===== config.mk =====
export PLATFORM = sky130hd
export DESIGN_NAME = fetch_queue
export DESIGN_NICKNAME = d
export VERILOG_FILES = /design/src/rtl/fetch_queue_pkg.sv /design/src/rtl/fetch_queue_mem.sv /design/src/rtl/fetch_queue.sv
export SDC_FILE = /design/constraint.sdc
export NUM_CORES = 2
export LEC_CHECK = 0
export BUFFER_PORTS_ARGS = -buffer_cell sky130_fd_sc_hd__buf_2
export CELL_PAD_IN_SITES_DETAIL_PLACEMENT = 0
export CELL_PAD_IN_SITES_GLOBAL_PLACEMENT = 1
export CORE_UTILIZATION = 52
export CTS_BUF_LIST = sky130_fd_sc_hd__clkbuf_16
export CTS_CLUSTER_SIZE = 16
export DETAILED_ROUTE_END_ITERATION = 7
export PLACE_DENSITY_LB_ADDON = 0.1
export SYNTH_ARGS = -nofsm -noshare
export SYNTH_HDL_FRONTEND = slang
export SYNTH_HIERARCHICAL = 1
export SYNTH_SLANG_ARGS = --single-unit

===== constraint.sdc =====
create_clock -name clk -period 11.4 [get_ports clk]
set_clock_uncertainty 0.15 [all_clocks]
set_input_delay 1.71 -clock clk [delete_from_list [all_inputs] [get_ports clk]]
set_output_delay 1.71 -clock clk [all_outputs]
set_load 0.005 [all_outputs]

===== src/rtl/fetch_queue_pkg.sv =====
// Shared front-end types: IF/ID packet payload and fetch-queue sizing.
package fetch_queue_pkg;

  localparam int unsigned XLEN     = 32;
  localparam int unsigned FQ_DEPTH = 8;
  localparam int unsigned FQ_SKID  = 4;

  typedef struct packed {
    logic            valid;
    logic [XLEN-1:0] pc;
    logic [XLEN-1:0] npc;
    logic [XLEN-1:0] inst;
    logic            bp_hit;
    logic [1:0]      bp_state;
  } If_id_pkt_t;

endpackage


===== src/rtl/fetch_queue_mem.sv =====
// Fetch-queue entry storage: DEPTH x If_id_pkt_t, two write ports, two
// asynchronous read ports, no reset on data.
module fetchq_mem
  import fetch_queue_pkg::*;
#(
  parameter int unsigned DEPTH = FQ_DEPTH,
  parameter int unsigned AW    = $clog2(DEPTH)
) (
  input  logic          clk,
  input  logic          we0,
  input  logic [AW-1:0] wa0,
  input  If_id_pkt_t    wd0,
  input  logic          we1,
  input  logic [AW-1:0] wa1,
  input  If_id_pkt_t    wd1,
  input  logic [AW-1:0] ra0,
  input  logic [AW-1:0] ra1,
  output If_id_pkt_t    rd0,
  output If_id_pkt_t    rd1
);

  If_id_pkt_t mem [DEPTH];

  // Write both ports; the queue never targets the same index twice in a cycle.
  always_ff @(posedge clk) begin
    if (we0) mem[wa0] <= wd0;
    if (we1) mem[wa1] <= wd1;
  end

  assign rd0 = mem[ra0];
  assign rd1 = mem[ra1];

endmodule


===== src/rtl/fetch_queue.sv =====
// Fetch queue between IF and ID: two-wide enqueue of compacted valid slots,
// two-wide in-order dequeue, stall-replay suppression and flush.
// Optional macro FETCHQ_BYPASS_EN: when empty, incoming slots are shown to
// decode in the same cycle and only the unconsumed ones are stored.
// DEPTH must be a power of two and at least 4.
module fetch_queue
  import fetch_queue_pkg::*;
#(
  parameter int unsigned DEPTH = FQ_DEPTH
) (
  input  logic                  clk,
  input  logic                  rst,
  input  logic                  flush,
  input  If_id_pkt_t [1:0]      in_pkt,
  output logic [1:0]            fq_stall,
  output If_id_pkt_t [1:0]      out_pkt,
  output logic [1:0]            out_valid,
  input  logic [1:0]            deq,
  output logic [$clog2(DEPTH):0] count
);

  localparam int unsigned PTR_W = $clog2(DEPTH);
  localparam int unsigned CNT_W = PTR_W + 1;

  logic [PTR_W-1:0] head, tail;
  logic [XLEN-1:0]  last_pc;
  logic             last_vld;

  If_id_pkt_t [1:0] cmp;
  logic [1:0]       in_n;
  logic [CNT_W-1:0] free;
  logic             replay;
  logic             enq_ok;
  logic [1:0]       enq_n;

  If_id_pkt_t       rd0, rd1;
  If_id_pkt_t [1:0] view_pkt;
  logic [1:0]       view_n;
  logic             byp;

  logic [1:0]       deq_n;
  logic [1:0]       skip;
  logic [1:0]       wr_n;
  logic [1:0]       ret_n;
  logic             we0, we1;
  If_id_pkt_t       wd0;

  // Compact valid input slots toward slot 0, preserving age order.
  always_comb begin
    cmp  = '0;
    in_n = 2'd0;
    case ({in_pkt[1].valid, in_pkt[0].valid})
      2'b11: begin cmp = in_pkt;       in_n = 2'd2; end
      2'b01: begin cmp[0] = in_pkt[0]; in_n = 2'd1; end
      2'b10: begin cmp[0] = in_pkt[1]; in_n = 2'd1; end
      default: ;
    endcase
  end

  assign free   = CNT_W'(DEPTH) - count;
  assign replay = last_vld && in_pkt[0].valid && (in_pkt[0].pc == last_pc);
  // Whole packet accepted only if it fits before this cycle's dequeue.
  assign enq_ok = !rst && !flush && (in_n != 2'd0) && !replay &&
                  (free >= CNT_W'(in_n));
  assign enq_n  = enq_ok ? in_n : 2'd0;

  assign fq_stall = {1'b0, (free < CNT_W'(FQ_SKID))};

  // Decode view: two oldest stored entries, or the incoming packet on bypass.
  always_comb begin
    view_pkt = {rd1, rd0};
    if (count >= CNT_W'(2)) view_n = 2'd2;
    else                    view_n = count[1:0];
    byp = 1'b0;
`ifdef FETCHQ_BYPASS_EN
    if ((count == '0) && enq_ok) begin
      byp      = 1'b1;
      view_pkt = cmp;
      view_n   = enq_n;
    end
`endif
  end

  assign out_valid  = (view_n == 2'd2) ? 2'b11 : ((view_n == 2'd1) ? 2'b01 : 2'b00);
  assign out_pkt[0] = out_valid[0] ? view_pkt[0] : '0;
  assign out_pkt[1] = out_valid[1] ? view_pkt[1] : '0;

  // Dequeue amount: deq[1] implies both slots; clipped to what is visible.
  always_comb begin
    deq_n = 2'd0;
    if (deq[1])      deq_n = view_n;
    else if (deq[0]) deq_n = (view_n != 2'd0) ? 2'd1 : 2'd0;
    if (flush || rst) deq_n = 2'd0;
  end

  // Bypassed slots consumed this cycle are never written to storage.
  always_comb begin
    skip  = byp ? deq_n : 2'd0;
    ret_n = byp ? 2'd0 : deq_n;
    wr_n  = enq_n - skip;
    we0   = (wr_n != 2'd0);
    we1   = (wr_n == 2'd2);
    wd0   = (skip == 2'd1) ? cmp[1] : cmp[0];
  end

  fetchq_mem #(
    .DEPTH (DEPTH),
    .AW    (PTR_W)
  ) u_mem (
    .clk (clk),
    .we0 (we0),
    .wa0 (tail),
    .wd0 (wd0),
    .we1 (we1),
    .wa1 (tail + PTR_W'(1)),
    .wd1 (cmp[1]),
    .ra0 (head),
    .ra1 (head + PTR_W'(1)),
    .rd0 (rd0),
    .rd1 (rd1)
  );

  // Pointer, occupancy and replay-tracking state.
  always_ff @(posedge clk or posedge rst) begin
    if (rst) begin
      head     <= '0;
      tail     <= '0;
      count    <= '0;
      last_vld <= 1'b0;
      last_pc  <= '0;
    end else if (flush) begin
      head     <= '0;
      tail     <= '0;
      count    <= '0;
      last_vld <= 1'b0;
    end else begin
      head  <= head + PTR_W'(ret_n);
      tail  <= tail + PTR_W'(wr_n);
      count <= count + CNT_W'(wr_n) - CNT_W'(ret_n);
      if (enq_ok && in_pkt[0].valid) begin
        last_pc  <= in_pkt[0].pc;
        last_vld <= 1'b1;
      end
    end
  end

endmodule

Word-level counts from Yosys, hierarchy flattened
Memories as Yosys holds them, arrays and structs flattened.
Index checks and enable logic that the tools add are counted.
{"block": "classes", "n_addsub": 7, "magnitude_cmp": 3, "n_eq_ne": 7, "muxes": 22, "n_bitwise": 1, "reduce_logical": 18}
{"operator": "$mux 100", "count": 3}
{"operator": "$pmux 100 s2", "count": 1}
{"operator": "$eq 32x32->1", "count": 1}
{"operator": "$mux 2", "count": 5}
{"operator": "$mux 1", "count": 9}
{"operator": "$eq 2x2->1 const B", "count": 4}
{"operator": "$reduce_bool 2->1", "count": 4}
{"operator": "$logic_and 1x1->1", "count": 7}
{"operator": "$add 3x1->3 const B", "count": 2}
{"operator": "$add 3x2->3", "count": 2}
{"operator": "$mux 3", "count": 2}
{"operator": "$add 4x2->4", "count": 1}
{"operator": "$eq 2x1->1 const B", "count": 2}
{"operator": "$ge 4x2->1", "count": 1}
{"operator": "$ge 4x2->1 const B", "count": 1}
{"operator": "$lt 4x3->1 const B", "count": 1}
{"operator": "$mux 4", "count": 1}
{"operator": "$pmux 2 s2", "count": 1}
{"operator": "$reduce_or 2->1", "count": 2}
{"operator": "$sub 4x2->4", "count": 1}
{"operator": "$sub 4x4->4 const A", "count": 1}
{"operator": "$logic_not 1->1", "count": 3}
{"operator": "$reduce_and 2->1", "count": 1}
{"operator": "$logic_or 1x1->1", "count": 1}
{"operator": "$not 1->1", "count": 1}
{"block": "totals", "ff_bits": 43, "ram_bits": 800, "out_inout_bits": 208, "memories": 1}
{"name": "u_mem.mem", "words": 8, "width": 100, "read_ports": 2, "rd_clocked_by_memory_dff": 0, "write_ports": 2, "line": "fetch_queue_mem.sv:22", "text": "If_id_pkt_t mem [DEPTH];"}

Depth between registers and ports, before layout
{"block": "logic_depth", "depth_word": 11, "mapped_depth": 17, "depth_no_buf": 17}

By module
Netlist, hierarchy kept.
{"mod": "fetchq_mem", "instances": 1, "cells_per_inst": 2420, "area_each_um2": 45743.9}
{"mod": "fetch_queue", "instances": 1, "cells_per_inst": 779, "area_each_um2": 5883.1}

Least setup slack after synthesis
Ideal clock, no wire load.
{"block": "synth_timing", "path_type": "in2reg", "start": "input port in_pkt[99] (netlist name)", "end": "memory u_mem/mem[0][0] (netlist name) (enable)", "arrival_ns": 11.179, "setup_slack_ns": -0.635, "path_stages": 11, "n_path_buf": 2, "cell_sequence": "ha_1 > clkbuf_1 > clkbuf_1 > inv_1 > ha_1 > a21oi_1 > a2111oi_4 > o21ai_0 > a21oi_1 > nand2b_1 > o31ai_1"}
{"item": "start: declaration", "line": "fetch_queue.sv:14", "text": "input If_id_pkt_t [1:0] in_pkt,"}
{"item": "end: declaration", "line": "fetch_queue_mem.sv:22"}

==> impl_metrics.yaml <==
outcome:
  status: "completed"
layout:
  final_cell_area_um2: 57670
  multi_input_area_um2: 25370
  nets: 3723
  syn_to_final_growth_pct: 11.71
  drive_gt1_frac: 0.5753
  fill_cells: 7790
  regArea_um2: 25110
clock_tree:
  cts_buffers: 94
  cts_hold_buffers: 0
  clock-root-buffer: "clkbuf_16"
  cts_max_path_buffers: 3
  cts_tree: "built"
  cts_setup_buffers: 0
  clkSlewWorstSetupHoldPaths_ns: 0.06
  cts.sinks: 843
  insertion_delay_ns: 0.65
  cts.repair.resized: 0
  h-tree-depth: 3
grt:
  met1_usage: 0.4190
  antenna_found_initial: 10
  grt_pass1_wl_um: 230500
  grt-busiest-layer: "met2"
  grt_max_degree: 113
  grt_use_total: 0.3181
  use_met2: 0.5405
  grt.overflow.total: 0
  grt_pass1_vias: 34312
  gr-usage-met3: 0.04774
route:
  drtIter0Drc: 2991
  vias: 32283
  detail-route-antenna-nets: 0
  wl_per_cell_um: 32.90
  wl_um: 159900
  detail_route.vias_per_cell: 6.644
  dr.pass1.iters: 5
  drc: 0
yosys:
  syn_nets: 3428
  synth_seq_cells: 843
  synthCells: 3199
  synth-seq-area-share: 0.4862
  ys.flop_type: "edfxtp_1"
  avgSynthCellArea_um2: 16.14
  syn-cell-area_um2: 51630
  synthArstFlopShare: 0.05101
  synth_edf_count: 800
  synthDistinctLibCells: 44
  ys_warn_count: 6
placement:
  place_area_um2: 54740
  portBuffers: 411
  hpwl_um: 87510
  gp_routability_congestion: 0.7928
timing:
  fin_crit_ns: 7.383
  finalSetupViolations: 0
  min_period_over_period: 0.6476
  relSlewSlack: 0.1356
  worstMarginPinSlew_ns: 1.293
  hold_viol_final: 0
  hold_ws_ns: 0.3820
  maxClockFrequency_mhz: 135.4
  slew_violations: 0
  rsz0062_at_grt: "false"
setup_path:
  worstSetupPathType: "input pin to flip-flop"
  path_max_fanout: 59
  end_kind: "flip-flop"
  critical_path_arrival_ns: 7.51
  crit_required_ns: 11.53
  r2r_setup_slack_ns: 5.37
  critical_path.startpoint_type: "input pin"
hold_path:
  hold_class: "flip-flop to flip-flop"
floorplan:
  die_height_um: 317.1
  core_area_um2: 98420
  floorplan.initialDensity: 0.5246
  die_w_um: 317.1
  row_count: 115
  die_area_um2: 100500
  ios: 413
pwr:
  ir_worst_vdd_mv: 0.4677
  p_per_area_nw_per_um2: 155.2
  power_mw: 8.953
  power.leakage_nw: 20.88
run:
  drv_cap: 0
-- cell type report --
class	count	share of cell area
antenna	5	0.0002169
clock buffer	97	0.04209
clock inverter	72	0.008483
inverter	25	0.001757
multi-input combinational	2062	0.4400
sequential	843	0.4354
tap	1287	0.02792
timing repair buffer	468	0.04417
-- where the power goes --
group | leakage, nW | internal, mW | switching (mW)
Sequential | 7.85 | 3.52 | 0.0712
Combinational | 11.5 | 1.09 | 1.33
Clock | 1.51 | 1.68 | 1.25
Total | 20.9 | 6.30 | 2.66
-- kinds of logic after synthesis --
family	synth area share
compound gates	0.01772
xor+xnor	0.006107
fa+ha+maj	0.006398
buf+inv	0.02600
flops	0.4862
mux	0.4082
other cells	0.00007264
simple gates	0.04937
-- path summary, 6_finish.rpt --
kind / start / end / cells after the start
worst max register to register: count[0] / u_mem/mem[2][2] / 10
max in group asynchronous: rst / head[1] / 3
worst max-delay path: in_pkt[99] / u_mem/mem[2][2] / 11
worst min-delay path: last_pc[11] / last_pc[11] / 1
worst min register to register: last_pc[11] / last_pc[11] / 1
min in group asynchronous: rst / count[0] / 2
-- routing by layer --
metal,routed length (um),vias to the layer above
met5,26,-
met3,11030,260
met2,80260,1425
li1,-,13445
met1,63590,17149
met4,4970,4
-- synthesized netlist by cell type (4+ instances only) --
cell type	count	area (um^2)
mux2_2	914	10290
edfxtp_1	800	24020
mux4_2	400	9009
and2_1	199	1245
clkbuf_1	133	499.2
mux2_4	118	1772
buf_2	110	550.5
nor2_1	109	409.1
nor2b_1	106	663.1
a22oi_1	99	743.2
dfrtp_1	43	1076
inv_1	24	90.09
xnor2_1	21	183.9
ha_1	20	250.2
xor2_1	15	131.4
buf_6	13	146.4
buf_1	12	45.04
o21ai_0	7	35.03
nand4_1	6	37.54
fa_1	4	80.08
nand2_1	4	15.01
nand2b_1	4	25.02
nor3_1	4	20.02
-- layout by cell type, fill, tap and decap left out, types with 6 or more instances in the layout --
cell and count:
nand4_1 6, nor2_1 109, edfxtp_1 800, xor2_1 14, inv_1 43, a22oi_1 99
clkinv_2 15, mux4_2 400, and2_1 199, bufinv_16 7, dfrtp_1 40, buf_2 411
mux2_4 118, clkbuf_16 97, ha_1 15, mux2_2 914, clkinv_1 25, xnor2_1 21
buf_4 52, nor2b_1 106
-- per-stage QoR --
step           cells    util  worst slack, ns  setup TNS, ns
3_5_place_dp    4685  0.5562            3.383              0
4_1_cts         4854  0.5859            4.057              0
6_report        4859  0.5860            4.017              0
2_1_floorplan   3199       -          -0.2696         -80.24
5_1_grt         4857  0.5859            3.749              0
3_3_place_gp    4685  0.5562            3.422              0
-- critical path: stages --
cell	delay (ns)
buf_2	0.18
ha_4	0.77
inv_1	0.22
ha_1	0.35
a21oi_1	0.09
a2111oi_4	0.39
o21ai_0	0.27
nor3_1	0.76
and4bb_4	1.10
a31o_4	0.88
buf_4	0.71
-- sequential cells by signal (all words and copies together) (netlist names) --
name and flops:
count 4, u_mem/mem 800, tail 3, last_pc 32, last_vld 1, head 3
Power figures use the tool's default switching activity.
